===== config.mk =====
export PLATFORM = sky130hd
export DESIGN_NAME = seq_sort_ctrl
export DESIGN_NICKNAME = d
export VERILOG_FILES = /design/src/rtl/seq_sort_pkg.sv /design/src/rtl/magnitude_comparator.sv /design/src/rtl/seq_sort_ctrl.sv
export SDC_FILE = /design/constraint.sdc
export NUM_CORES = 1
export LEC_CHECK = 0
export CORE_MARGIN = 1
export CORE_UTILIZATION = 57
export CTS_CLUSTER_DIAMETER = 80
export DETAILED_ROUTE_END_ITERATION = 8
export PLACE_DENSITY = 0.78
export SYNTH_ARGS = -nofsm -noshare
export SYNTH_HDL_FRONTEND = slang
export SYNTH_SLANG_ARGS = --single-unit

===== constraint.sdc =====
create_clock -name clk -period 3.6 [get_ports clk]
set_clock_uncertainty 0.1 [all_clocks]
set_input_delay 0.72 -clock clk [delete_from_list [all_inputs] [get_ports clk]]
set_output_delay 0.72 -clock clk [all_outputs]
set_load 0.02 [all_outputs]

===== src/rtl/seq_sort_pkg.sv =====
// Shared types and helpers for the sequential bubble-sort controller.
package seq_sort_pkg;

    typedef enum logic [1:0] {
        LOAD  = 2'd0,
        SORT  = 2'd1,
        DRAIN = 2'd2
    } state_e;

    // Index width for a frame of 'depth' entries; never narrower than one bit.
    function automatic int unsigned idx_width(input int unsigned depth);
        return (depth < 2) ? 1 : $clog2(depth);
    endfunction

endpackage


===== src/rtl/magnitude_comparator.sv =====
// Purely combinational unsigned magnitude comparator; exactly one output is high.
module magnitude_comparator #(
    parameter int unsigned WIDTH = 2
) (
    input  logic [WIDTH-1:0] A,
    input  logic [WIDTH-1:0] B,
    output logic             A_gt_B,
    output logic             A_eq_B,
    output logic             A_lt_B
);

    assign A_gt_B = (A > B);
    assign A_eq_B = (A == B);
    assign A_lt_B = (A < B);

endmodule


===== src/rtl/seq_sort_ctrl.sv =====
// Frame collector that bubble-sorts DEPTH entries ascending through one shared
// comparator (one compare per cycle) and streams the sorted frame out.
module seq_sort_ctrl
    import seq_sort_pkg::*;
#(
    parameter int unsigned DEPTH = 4,
    parameter int unsigned WIDTH = 2
) (
    input  logic             clk,
    input  logic             rst,
    input  logic             in_valid,
    output logic             in_ready,
    input  logic [WIDTH-1:0] in_data,
    output logic             out_valid,
    input  logic             out_ready,
    output logic [WIDTH-1:0] out_data,
    output logic             out_last,
    output logic             busy
);

    localparam int unsigned   IW       = idx_width(DEPTH);
    localparam logic [IW-1:0] LAST_IDX = IW'(DEPTH - 1);
    localparam logic [IW-1:0] ONE      = IW'(1);

    if (DEPTH < 2) begin : g_bad_depth
        $error("seq_sort_ctrl: DEPTH must be at least 2");
    end

    state_e          state_q, state_d;
    logic [IW-1:0]   wr_idx_q, wr_idx_d;
    logic [IW-1:0]   rd_idx_q, rd_idx_d;
    logic [IW-1:0]   j_q, j_d;
    logic [IW-1:0]   limit_q, limit_d;
    logic            swap_seen_q, swap_seen_d;

    logic [WIDTH-1:0] mem [DEPTH];

    logic [IW-1:0]    j_next;
    logic [WIDTH-1:0] cmp_a, cmp_b;
    logic             cmp_gt, cmp_eq, cmp_lt;
    logic             load_we;
    logic             do_swap;
    logic             unused_cmp;

    assign j_next = j_q + ONE;
    assign cmp_a  = mem[j_q];
    assign cmp_b  = mem[j_next];

    magnitude_comparator #(
        .WIDTH (WIDTH)
    ) u_cmp (
        .A      (cmp_a),
        .B      (cmp_b),
        .A_gt_B (cmp_gt),
        .A_eq_B (cmp_eq),
        .A_lt_B (cmp_lt)
    );

    // Equal entries never swap, so only the strict greater-than result matters.
    assign unused_cmp = cmp_eq ^ cmp_lt;

    always_comb begin
        state_d     = state_q;
        wr_idx_d    = wr_idx_q;
        rd_idx_d    = rd_idx_q;
        j_d         = j_q;
        limit_d     = limit_q;
        swap_seen_d = swap_seen_q;
        in_ready    = 1'b0;
        out_valid   = 1'b0;
        out_last    = 1'b0;
        out_data    = '0;
        busy        = 1'b0;
        load_we     = 1'b0;
        do_swap     = 1'b0;

        unique case (state_q)
            LOAD: begin
                in_ready = 1'b1;
                if (in_valid) begin
                    load_we = 1'b1;
                    if (wr_idx_q == LAST_IDX) begin
                        wr_idx_d    = '0;
                        j_d         = '0;
                        limit_d     = LAST_IDX;
                        swap_seen_d = 1'b0;
                        state_d     = SORT;
                    end else begin
                        wr_idx_d = wr_idx_q + ONE;
                    end
                end
            end

            SORT: begin
                busy    = 1'b1;
                do_swap = cmp_gt;
                if (j_q == limit_q - ONE) begin
                    // A clean pass, or a pass of a single compare, ends the sort.
                    if (!(swap_seen_q || cmp_gt) || (limit_q == ONE)) begin
                        rd_idx_d = '0;
                        state_d  = DRAIN;
                    end else begin
                        limit_d     = limit_q - ONE;
                        j_d         = '0;
                        swap_seen_d = 1'b0;
                    end
                end else begin
                    j_d         = j_next;
                    swap_seen_d = swap_seen_q | cmp_gt;
                end
            end

            DRAIN: begin
                busy      = 1'b1;
                out_valid = 1'b1;
                out_data  = mem[rd_idx_q];
                out_last  = (rd_idx_q == LAST_IDX);
                if (out_ready) begin
                    if (rd_idx_q == LAST_IDX) begin
                        rd_idx_d = '0;
                        wr_idx_d = '0;
                        state_d  = LOAD;
                    end else begin
                        rd_idx_d = rd_idx_q + ONE;
                    end
                end
            end

            default: begin
                state_d = LOAD;
            end
        endcase
    end

    always_ff @(posedge clk) begin
        if (rst) begin
            state_q     <= LOAD;
            wr_idx_q    <= '0;
            rd_idx_q    <= '0;
            j_q         <= '0;
            limit_q     <= '0;
            swap_seen_q <= 1'b0;
        end else begin
            state_q     <= state_d;
            wr_idx_q    <= wr_idx_d;
            rd_idx_q    <= rd_idx_d;
            j_q         <= j_d;
            limit_q     <= limit_d;
            swap_seen_q <= swap_seen_d;
        end
    end

    // Storage is never reset; it is always reloaded before it can be read.
    always_ff @(posedge clk) begin
        if (!rst) begin
            if (load_we) begin
                mem[wr_idx_q] <= in_data;
            end else if (do_swap) begin
                mem[j_q]    <= cmp_b;
                mem[j_next] <= cmp_a;
            end
        end
    end

endmodule


* Word-level counts from Yosys, hierarchy flattened *
Memory sizes are Yosys's and may differ from the RTL's. A register that Yosys moved wholly into a read port is not among the register bits.
Cells that the tools add are included.

operators by class
  add/sub/neg operators = 4
  order comparisons = 1
  eq/ne operators = 14
  mux-type cells = 52
  bitwise operators = 1
  reduce and logical (&&, ||, !) cells = 14

operators with widths
  kind                                                 count
  two-way mux 2 bit                                    27
  two-way mux 1 bit                                    19
  case mux 2 bit (2 select lines)                      4
  inequality test 2 bit, second input constant         7
  AND reduction 4 bit                                  3
  adder 2 x 1 -> 2 bit, second input constant          3
  equality test 2 bit, second input constant           3
  case mux 2 bit (3 select lines)                      1
  AND reduction 6 bit                                  1
  nonzero test 2 bit                                   3
  AND reduction 5 bit                                  1
  equality test 2 x 1 -> 1 bit, second input constant  2
  OR reduction 2 bit                                   2
  inequality test 3 bit, second input constant         1
  equality test 2 bit                                  1
  > comparator 2 bit                                   1
  logical NOT 2 bit                                    1
  logical OR 1 bit                                     2
  case mux 1 bit (2 select lines)                      1
  subtractor 2 x 1 -> 2 bit, second input constant     1
  logical NOT 1 bit                                    1
  OR 1 bit                                             1

storage, ports and cells
  register bits = 11
  memory bits (writable) = 8
  input port bits = 6
  output and inout port bits = 6
  memories kept = 1

memory list
  memory  words  width  rd ports  clocked after Yosys merged registers in  write ports  RTL line             text
  mem     4      2      3         2                                        2            seq_sort_ctrl.sv:36  logic [WIDTH-1:0] mem [DEPTH];

* Depth between registers and ports, before layout *
An unclocked memory read counts as a cell.

  word-level depth = 11
  mapped depth = 11

* Cells and area by module *
From an unflattened synthesis, not the netlist that was laid out.

unflattened totals
  cells, all modules = 153
  area, all modules = 1,547.7 sq um

by module, submodules not included
  module                instances  cells an instance  area each (sq um)  seq. area each (sq um)
  seq_sort_ctrl         1          144                1,485.2            540.5
  magnitude_comparator  1          9                  62.6               0.0

* Least setup slack after synthesis *
Ideal clock, no wire load.

  path kind = reg-to-reg
  start point = register j_q[0]
  end point = register with a tool-made name
  setup time = 0.118 ns
  data arrival time = 2.889 ns
  data required time = 3.382 ns
  path slack = 0.492 ns
  stages on the path, launching flop included = 11
  path buffers = 1
  cell sequence = dfxtp_1 -> buf_6 -> inv_1 -> ha_1 -> mux4_2 -> inv_1 -> ha_1 -> nor2b_1 -> o311a_1 -> or3_4 -> a31o_2

RTL lines
  item                    RTL line              text
  from (decl)             seq_sort_ctrl.sv:32   logic [IW-1:0] j_q, j_d;
  from (signal assigned)  seq_sort_ctrl.sv:147  j_q <= j_d;

==> qor.yml <==
grt_setup_unrepaired: "no"
synthFlopType: "dfxtp_1"
io_buffers: 11
synth-seq-cells: 23
drc: 0
hp-class: "reg2reg"
start_util_pct: 61.36
postLayoutCellArea_sq_mm: 0.001697
postCtsResizedCells: 0
postCtsHoldBufs: 0
die_y_um: 53.88
die_area_sq_mm: 0.002903
max_slew_margin_pct: 65.41
synth_edf_count: 8
synth_async_sr_flop_share_pct: 0
clkLatencyLatePin_ps: 320
synth_nets: 171
start_kind: "register"
drt_iter0_drc: 24
synth-simple-area-share_pct: 14.85
viasPerCell: 6.227
arrival_ps: 3500
fmax_ghz: 0.2962
power_density_mw_per_mm2: 517.7
wl_met1_um: 1651
num_antenna_cells: 0
wl_per_cell_um: 17.74
grt_usage_pct: 26.23
clk_pin_slew_worst_paths_ps: 140
dr_wl_met3_um: 201
antenna_left: 0
setup_violations: 0
clk_path_buf_depth: 2
slew_violations: 0
synthDominantCellAreaShare_pct: 19.58
period_needed_ps: 3376
endpoint_kind: "register"
crit_type: "reg2reg"
wl_um: 3441
min_to: "state_q[1]"
required_ps: 3730
final.period_utilization_pct: 93.79
place_congestion: 0.9289
placed_area_sq_mm: 0.001663
synthesis.instances: 152
r2r_slack_ps: 220
drv_cap: 0
firstDrtPassIters: 4
status: "finished, final reports clean"
min_from: "state_q[1]"
r2r-start: "j_q[1]"
synth.mux.area_fraction_pct: 15.99
finalHoldViolCount: 0
path_max_fanout: 7
synth_area_leaders: "dfxtp_1, edfxtp_1, ha_1"
cts_made_buffers: 3
yosysSeqAreaShare_pct: 35.24
setup_slack_ps: 223.6
grt_pass1_wl_um: 5333
syn2layout_area_growth_pct: 10.60
synth.largest_area_cell: "dfxtp_1"
htreeDepth: 1
cts_setup_buffers: 0
row_count: 18
yosysMostFrequentCell: "a21oi_1"
design.core.area_sq_mm: 0.002500
leakagePower_uw: 0.0006023
synth_warnings: 0
syn_area_sq_mm: 0.001534
grt_pass1_vias: 1147
pin_count: 12
finalSetupTns_ps: 0
ys_top_cells_by_count: "a21oi_1, dfxtp_1, ha_1, mux2i_1, nand2_1"
ys_types: 39
vias: 1208
place_worst_setup_slack_ps: 257.2
drive_gt1_share_pct: 10.37
synth_compound_area_share_pct: 17.78
synth_top_family_by_area: "compound AO/OA/AOI/OAI gates"
synthAdderAreaFrac_pct: 10.60
grt_max_degree: 13
nets: 184
wl_met2_um: 1537
synthXorXnorAreaFrac_pct: 1.142
cts_tree: "built"
cts.sinks: 23
min_delay_path_depth: 2
die_w_um: 53.88
place_hpwl_um: 2617
ir_drop_uv: 462.0
antenna_found_initial: 0
avgSynthCellArea_sq_um: 10.09
rr_worst_depth: 9
cts_root_buffer: "clkbuf_4"
routed.top_layer: "met4"
overflow: 0
tightest_slew_ps: 512.2
-- cells by family after synthesis --
family                     Yosys count
and+or+nand+nor                     42
AOI/OAI and AO/OA                   41
DFF                                 23
muxes                               17
buffers and inverters               14
adders and majority gates           13
xor gates and xnor gates             2
-- per-layer routing --
metal  vias to the layer above  global-route usage, %
li1                        602                      -
met1                       567                  35.60
met2                        33                  39.92
met3                         6                  6.497
met4                         0                  9.649
met5                         -                      0
-- cells in the final DEF, fill, tap and decap left out, drive strengths merged, types with 2 or more instances in the layout --
cell,Yosys,final
a211oi,3,3
a21oi,16,16
a31o,2,2
and2,4,4
buf,2,2
clkbuf,3,4
clkdlybuf4s50,0,11
dfxtp,15,15
edfxtp,8,8
ha,13,13
inv,9,9
mux2i,11,11
mux4,6,6
nand2,10,10
nand2b,3,3
nand3,6,6
nand3b,2,2
nor2,7,7
nor2b,4,4
nor4,4,4
o21a,2,2
o21ai,5,5
o311ai,2,2
-- power breakdown --
group	switching (uW)	total [uW]	internal, uW
Combinational	242	419	177
Clock	84.2	128	43.3
Sequential	30.1	332	302
-- metrics by stage --
| stage | hold WS (ps) | utilization, % | power [uW] | cells |
|---|---|---|---|---|
| 2_1_floorplan | 360.7 | - | 654.4 | 152 |
| 3_3_place_gp | 379.4 | 66.52 | 736.0 | 190 |
| 3_5_place_dp | 397.3 | 66.52 | 747.9 | 190 |
| 4_1_cts | 416.1 | 67.57 | 870.7 | 194 |
| 5_1_grt | 442.2 | 67.87 | 934.3 | 194 |
| 6_report | 417.8 | 67.87 | 878.4 | 194 |
-- cell type report --
class	count	area [sq um]
multi-input combinational	115	933.4
clock buffer	4	26.28
timing repair buffer	13	125.1
tap	30	37.54
inverter	9	33.78
fill	205	803.3
sequential	23	540.5
-- worst max-delay path, stage by stage (launching register included) --
cell	delay, ps
dfxtp_1	500
inv_1	140
ha_1	400
mux4_2	580
inv_1	80
ha_1	240
nor2b_1	180
o311a_1	400
or3_4	410
o31ai_1	270
-- worst max path at each step --
stage | start | end | slack [ps]
floorplan | j_q[0] | register | 490
global placement | j_q[1] | register | 410
detailed placement | j_q[1] | rd_idx_q[1] | 260
CTS | j_q[1] | register | 240
global route | j_q[1] | register | 30
finish | j_q[1] | register | 220
No activity file was read; power rests on OpenSTA's default activity.
